==> config.mk <==
export PLATFORM = sky130hd
export DESIGN_NAME = serial_subtractor_16bit_flat
export DESIGN_NICKNAME = d
export VERILOG_FILES = /design/src/rtl/serial_subtractor_16bit_pkg.sv /design/src/rtl/serial_subtractor_16bit_if.sv /design/src/rtl/serial_subtractor_16bit_full_subtractor.sv /design/src/rtl/serial_subtractor_16bit.sv /design/src/flat_wrapper.sv
export SDC_FILE = /design/constraint.sdc
export NUM_CORES = 1
export LEC_CHECK = 0
export ABC_AREA = 0
export BUFFER_PORTS_ARGS = -buffer_cell sky130_fd_sc_hd__clkbuf_2
export CAP_MARGIN = 20
export CORE_UTILIZATION = 58
export DETAILED_ROUTE_END_ITERATION = 8
export PLACE_DENSITY = 0.94
export SYNTH_ARGS = -nofsm -noshare
export SYNTH_HDL_FRONTEND = slang
export SYNTH_SLANG_ARGS = --single-unit
==> constraint.sdc <==
create_clock -name clk -period 2.7 [get_ports clk]
set_input_delay 0.135 -clock clk [delete_from_list [all_inputs] [get_ports clk]]
set_output_delay 0.135 -clock clk [all_outputs]
set_load 0.05 [all_outputs]
==> src/rtl/serial_subtractor_16bit_pkg.sv <==
// Shared types and constants for the bit-serial subtractor.
package sub_pkg;
  localparam int DEFAULT_WIDTH = 16;

  typedef enum logic [1:0] {
    IDLE = 2'd0,
    RUN  = 2'd1,
    DONE = 2'd2
  } state_e;

  // The bit counter only needs to reach WIDTH-1.
  function automatic int cnt_width(input int w);
    return (w < 2) ? 1 : $clog2(w);
  endfunction
endpackage

==> src/rtl/serial_subtractor_16bit_if.sv <==
// Start/busy/done handshake bundle for serial_subtractor_16bit.
// Optional macro SUB_FLAGS_EN adds the zero/ovf result flags.
interface serial_subtractor_16bit_if #(
  parameter int WIDTH = sub_pkg::DEFAULT_WIDTH
);
  logic             start;
  logic [WIDTH-1:0] a;
  logic [WIDTH-1:0] b;
  logic             bin;
  logic             busy;
  logic             done;
  logic [WIDTH-1:0] diff;
  logic             bout;
`ifdef SUB_FLAGS_EN
  logic             zero;
  logic             ovf;

  modport master (output start, a, b, bin,
                  input  busy, done, diff, bout, zero, ovf);
  modport slave  (input  start, a, b, bin,
                  output busy, done, diff, bout, zero, ovf);
`else
  modport master (output start, a, b, bin,
                  input  busy, done, diff, bout);
  modport slave  (input  start, a, b, bin,
                  output busy, done, diff, bout);
`endif
endinterface

==> src/rtl/serial_subtractor_16bit_full_subtractor.sv <==
// One-bit full subtractor: d = x - y - bi, bo = borrow out.
module full_subtractor (
  input  logic x,
  input  logic y,
  input  logic bi,
  output logic d,
  output logic bo
);
  assign d  = x ^ y ^ bi;
  assign bo = (~x & y) | (~(x ^ y) & bi);
endmodule

==> src/rtl/serial_subtractor_16bit.sv <==
// Bit-serial a - b - bin, LSB first, one bit per clock under start/busy/done.
// Optional macro SUB_FLAGS_EN adds registered zero and signed-overflow flags.
module serial_subtractor_16bit
  import sub_pkg::*;
#(
  parameter int WIDTH = DEFAULT_WIDTH
) (
  input  logic                      clk,
  input  logic                      rst_n,
  serial_subtractor_16bit_if.slave  bus
);
  localparam int CNT_W = cnt_width(WIDTH);
  localparam logic [CNT_W-1:0] LAST_CNT = CNT_W'(WIDTH - 1);

  state_e           r_state;
  logic [WIDTH-1:0] r_a;
  logic [WIDTH-1:0] r_b;
  logic             r_br;
  logic [CNT_W-1:0] r_cnt;
  logic [WIDTH-1:0] r_diff;
  logic             r_bout;
  logic             r_busy;
  logic             r_done;

  logic             w_d;
  logic             w_bo;
  logic [WIDTH-1:0] w_diff_next;

  full_subtractor u_fs (
    .x  (r_a[0]),
    .y  (r_b[0]),
    .bi (r_br),
    .d  (w_d),
    .bo (w_bo)
  );

  assign w_diff_next = {w_d, r_diff[WIDTH-1:1]};

`ifdef SUB_FLAGS_EN
  logic r_zero;
  logic r_ovf;
`endif

  always_ff @(posedge clk or negedge rst_n) begin
    if (!rst_n) begin
      r_state <= IDLE;
      r_a     <= '0;
      r_b     <= '0;
      r_br    <= 1'b0;
      r_cnt   <= '0;
      r_diff  <= '0;
      r_bout  <= 1'b0;
      r_busy  <= 1'b0;
      r_done  <= 1'b0;
`ifdef SUB_FLAGS_EN
      r_zero  <= 1'b0;
      r_ovf   <= 1'b0;
`endif
    end else begin
      case (r_state)
        IDLE: begin
          r_done <= 1'b0;
          if (bus.start) begin
            r_a     <= bus.a;
            r_b     <= bus.b;
            r_br    <= bus.bin;
            r_cnt   <= '0;
            r_diff  <= '0;
            r_busy  <= 1'b1;
            r_state <= RUN;
          end
        end
        RUN: begin
          r_diff <= w_diff_next;
          r_a    <= r_a >> 1;
          r_b    <= r_b >> 1;
          r_br   <= w_bo;
          r_cnt  <= r_cnt + 1'b1;
          if (r_cnt == LAST_CNT) begin
            r_state <= DONE;
            r_done  <= 1'b1;
            r_bout  <= w_bo;
`ifdef SUB_FLAGS_EN
            // r_br is the borrow into the MSB, w_bo the borrow out of it.
            r_zero  <= (w_diff_next == '0);
            r_ovf   <= r_br ^ w_bo;
`endif
          end
        end
        DONE: begin
          r_done  <= 1'b0;
          r_busy  <= 1'b0;
          r_state <= IDLE;
        end
        default: begin
          r_state <= IDLE;
        end
      endcase
    end
  end

  assign bus.busy = r_busy;
  assign bus.done = r_done;
  assign bus.diff = r_diff;
  assign bus.bout = r_bout;
`ifdef SUB_FLAGS_EN
  assign bus.zero = r_zero;
  assign bus.ovf  = r_ovf;
`endif
endmodule

==> src/flat_wrapper.sv <==
// flat-port wrapper written by rule: the top's interface ports become plain ports
module serial_subtractor_16bit_flat import sub_pkg::*;
#(
  parameter int WIDTH = DEFAULT_WIDTH
)
  (clk, rst_n, bus_start, bus_a, bus_b, bus_bin, bus_busy, bus_done, bus_diff, bus_bout);
  serial_subtractor_16bit_if #(.WIDTH(WIDTH)) bus_i ();
  input  logic clk;
  input  logic rst_n;
  input wire logic [$bits(bus_i.start)-1:0] bus_start;
  input wire logic [$bits(bus_i.a)-1:0] bus_a;
  input wire logic [$bits(bus_i.b)-1:0] bus_b;
  input wire logic [$bits(bus_i.bin)-1:0] bus_bin;
  output wire logic [$bits(bus_i.busy)-1:0] bus_busy;
  output wire logic [$bits(bus_i.done)-1:0] bus_done;
  output wire logic [$bits(bus_i.diff)-1:0] bus_diff;
  output wire logic [$bits(bus_i.bout)-1:0] bus_bout;
  assign bus_i.start = bus_start;
  assign bus_i.a = bus_a;
  assign bus_i.b = bus_b;
  assign bus_i.bin = bus_bin;
  assign bus_busy = bus_i.busy;
  assign bus_done = bus_i.done;
  assign bus_diff = bus_i.diff;
  assign bus_bout = bus_i.bout;
  serial_subtractor_16bit #(.WIDTH(WIDTH)) u_core (.clk(clk), .rst_n(rst_n), .bus(bus_i));
endmodule
Word-level counts from Yosys, hierarchy flattened:

Cells that the tools add are included.
Widths: inputs -> output; s select.

* muxes and demuxes: 17
* bitwise gates (word level): 7
* equality and inequality tests: 5
* add/subtract/negate cells: 1
* reduce and logical (&&, ||, !) cells: 10

Operators by type and width (number)
* $pmux 16 s2: 3
* $mux 16: 3
* $reduce_and 2->1: 5
* $pmux 4 s2: 1
* $pmux 1 s2: 3
* $reduce_bool 2->1: 3
* $add 4x1->4 const B: 1
* $eq 4x4->1 const B: 1
* $mux 2: 2
* $mux 4: 1
* $pmux 2 s2: 1
* $mux 1: 3
* $and 1x1->1: 2
* $eq 2x1->1 const B: 1
* $eq 2x2->1 const B: 1
* $logic_not 2->1: 1
* $ne 2x1->1 const B: 1
* $ne 2x2->1 const B: 1
* $not 1->1: 2
* $reduce_or 2->1: 1
* $xor 1x1->1: 2
* $or 1x1->1: 1

* input bits: 36
* word-level logic and storage cells: 49
* output and inout bits: 19
* register bits: 58

Logic depth before layout (Yosys ltp):

* word-level depth: 5
* depth in mapped cells: 5

Cells and area by module:

From an unflattened synthesis, not the netlist that was laid out.

* cell total of the unflattened synthesis: 254
* area, all modules: 2560.0 µm²

By module, submodules not included
* serial_subtractor_16bit: seq. area each 1451.4 µm², instances 1, cells each 250, area each 2528.7 µm²
* full_subtractor: seq. area each 0.0 µm², instances 1, cells each 4, area each 31.3 µm²

Worst setup path before layout:

No wires, ideal clock.

* kind: flip-flop to flip-flop
* start point: reg u_core.r_state[0]
* end point: reg u_core.r_b[5]
* required time: 2.564 ns
* arrival: 1.083 ns
* setup time: 0.136 ns
* cell stages (with the launch flop): 6
* period minus slack after synthesis: 1.219 ns
* buffers on the path: 2
* setup slack: 1.481 ns
* cells stage by stage: dfrtp_1 > and2b_1 > buf_2 > buf_2 > a22oi_1 > o21ai_0

* cells in the longest elaborated chain, start to end: 3

RTL lines
* start: declaration: RTL line serial_subtractor_16bit.sv:15 `state_e r_state;`
* start signal: assignment: RTL line serial_subtractor_16bit.sv:46 `r_state <= IDLE;`
* start signal: assignment: RTL line serial_subtractor_16bit.sv:70 `r_state <= RUN;`
* start signal: assignment: RTL line serial_subtractor_16bit.sv:80 `r_state <= DONE;`
* $eq 2x1->1 or $logic_not 2->1 (tied branches): RTL line serial_subtractor_16bit.sv:60 `case (r_state)`
* $reduce_bool 2->1 (no source line) or $ne 2x2->1 (tied branches)
* $reduce_and 2->1 (no source line)
* end signal: assignment: RTL line serial_subtractor_16bit.sv:65 `r_b <= bus.b;`
* end signal: assignment: RTL line serial_subtractor_16bit.sv:76 `r_b <= r_b >> 1;`
* end: declaration: RTL line serial_subtractor_16bit.sv:17 `logic [WIDTH-1:0] r_b;`

Parallel ways exist; a longest one is shown, timed or not.
A chain may end at the register's enable or synchronous reset.

Worst setup path in the final report:

* start point: reg u_core.r_state[1]
* end point: reg u_core.r_a[13]

* cells in the longest elaborated chain, start to end: 3

RTL lines
* $eq 2x1->1 or $logic_not 2->1 (tied branches): RTL line serial_subtractor_16bit.sv:60
* $reduce_bool 2->1 (no source line) or $ne 2x2->1 (tied branches)
* $reduce_and 2->1 (no source line)
* end signal: assignment: RTL line serial_subtractor_16bit.sv:64 `r_a <= bus.a;`
* end signal: assignment: RTL line serial_subtractor_16bit.sv:75 `r_a <= r_a >> 1;`
* end: declaration: RTL line serial_subtractor_16bit.sv:16 `logic [WIDTH-1:0] r_a;`

Parallel ways exist; a longest one is shown, timed or not.

==> results.cfg <==
[sta]
finalClockSkew_ps = 5.10
fin_setup_tns_ps = 0
max_slew.worst_pin.slew_ps = 613
fmax_ghz = 0.556
final-setup-viol-count = 0
drv_slew = 0
period_share = 0.666
hold_violations = 0
period_minus_slack_ps = 1800
rsz0062_at_grt = false
slew_headroom = 0.591
whs_ps = 59.3

[clock_network]
cts_setup_buffers = 0
cts_num_sinks = 58
clk_pin_slew_ps = 60
clock_latency_ps = 340
cts_buffer_depth = 2
postCtsHoldBufs = 1
cts_root_buffer = clkbuf_8
cts_resized = 0
htreeDepth = 3
cts_made_buffers = 9
cts_tree = yes

[power_and_ir_drop]
total_power_uw = 3860
power_density_mw_per_mm2 = 1220
vdd_drop_max_mv = 0.954
static-leakage-power_uw = 0.00148

[job]
max_cap_viol_count = 0

[drt]
first_iter_violations = 256
drc = 0
via_per_inst = 6.05
wl_per_cell_um = 16.7
postRouteWirelength_um = 6120
ant_nets = 0
drtPass1Iterations = 5
vias = 2213

[worst_setup_path]
reg2reg_from = u_core.r_state[1]
worstPathRequired_ps = 2900
worstPathArrival_ps = 2000
cp_slowest_cell = dfrtp_1
setup.worst_path.start = u_core.r_state[1]
startpoint_type = flop
critical_path.max_fanout = 48
crit_chain = and2b_1, buf_4, a22oi_1, o21ai_0
critPathKind = reg2reg
crit_buf_inv = 1
end_kind = flop
max_stage_delay_ps = 740
cp_top_family = flip-flops

[placement]
portBuffers = 54
place_congestion = 0.740
dp_hpwl_um = 3880

[synthesis]
synth-seq-area-share = 0.542
yosys_warnings = 0
ys_ff_latch = 58
netlist_instances = 256
syn_avg_cell_area_um2 = 10.5
ys_types = 27
syn_area_mm2 = 0.00268
syn_nets = 294

[global_route]
grt_pass1_vias = 2192
grt.total_usage = 0.272
grt_start_max_net_pins = 49
grt_pass1_wl_um = 10300
antenna_found_initial = 0
grt_overflow = 0

[final_layout]
final_cell_mix = 58 x dfrtp_1, 54 x clkbuf_2, 33 x a21oi_1, 30 x a22oi_1, 29 x o21ai_0
final_common_cell = dfrtp_1
drive_above_1_share = 0.255
layout.nets = 347
syn_to_final_growth_pct = 18.2
diodes = 0

[floorplanning]
coreArea_mm2 = 0.00438
fp-row-count = 24
dieHeight_um = 69.9
die_x_um = 69.9
start_util = 0.611
ios = 55
die-area_mm2 = 0.00489

[hold_path]
min_from = bus_b[7]
hold_path.class = in2reg

[run_status]
outcome = complete, no violations
[state kept, by name (all words and copies together), names as in the netlist]
register	cells
u_core.bus.bout	1
u_core.bus.busy	1
u_core.bus.diff	16
u_core.bus.done	1
u_core.r_a	16
u_core.r_b	16
u_core.r_br	1
u_core.r_cnt	4
u_core.r_state	2
[final timing paths]
kind | slack [ps] | cells after the start | end
worst min-delay path | 60 | 3 | u_core.r_b[7]
worst min register to register | 510 | 1 | u_core.bus.done
min in group asynchronous | 310 | 2 | u_core.bus.diff[3]
worst max-delay path | 900 | 4 | u_core.r_a[13]
worst max register to register | 900 | 4 | u_core.r_a[13]
max in group asynchronous | 1530 | 3 | u_core.r_b[2]
[per-layer routing]
layer,share of wire,global-route usage
met5,0,0
met4,0.025,0.138
met3,0.058,0.0750
met2,0.49,0.407
met1,0.43,0.364
[kinds of logic (layout without fill, tap and decap cells)]
kind of cell    Yosys count  count (layout)  share of synthesized area
compound gates          124             124                      0.292
fa+ha+maj                 2               2                     0.0121
buf+inv                  25              83                     0.0486
flops                    58              58                      0.542
simple gates             47              47                      0.105
[Yosys cell counts]
cell	number	share of area
nor2_1	2	0.0028
nor3b_1	1	0.0028
a2bb2oi_1	3	0.0098
o31ai_1	1	0.0028
o21ai_1	8	0.015
buf_6	3	0.013
ha_1	1	0.0047
a21oi_1	33	0.062
buf_1	2	0.0028
clkbuf_1	8	0.011
o21ai_0	29	0.054
nand3_1	4	0.0075
a22o_1	17	0.056
a41oi_1	1	0.0033
or3_1	1	0.0023
inv_1	3	0.0042
o21bai_1	1	0.0028
nor2b_1	26	0.061
fa_1	1	0.0075
a22oi_1	30	0.084
o21a_1	1	0.0028
nand2_1	5	0.0070
buf_2	8	0.015
buf_4	1	0.0028
nand2b_1	1	0.0023
and2b_1	7	0.020
dfrtp_1	58	0.54
[where the power goes]
group	internal [uW]	total, uW	switching [uW]	leakage [uW]
Sequential	1210	1520	305	0.000752
Clock	404	753	349	0.0000944
Combinational	566	1590	1020	0.000638
[area by class of cell]
type,count,area (um^2)
clock inverter,4,25.0
clock buffer,12,165
tap,52,65.1
multi-input combinational,173,1100
inverter,3,11.3
timing repair buffer,64,348
sequential,58,1450
fill,318,1220
[stage by stage]
| step | setup WS, ps | area [um^2] | utilization | instances |
|---|---|---|---|---|
| 6_report | 902 | 3160 | 0.722 | 366 |
| 5_1_grt | 787 | 3160 | 0.722 | 366 |
| 4_1_cts | 914 | 3160 | 0.722 | 366 |
| 3_5_place_dp | 976 | 2960 | 0.676 | 349 |
| 3_3_place_gp | 1040 | 2960 | 0.676 | 349 |
| 2_1_floorplan | 1480 | 2680 | - | 256 |
[worst register-to-register path: cells and delay by family, from the launching register on]
family | cells | cell delay (ps)
flops | 1 | 740
compound gates | 2 | 390
buf+inv | 1 | 280
simple gates | 1 | 250
Note: power is estimated with default switching activity, not from simulation.
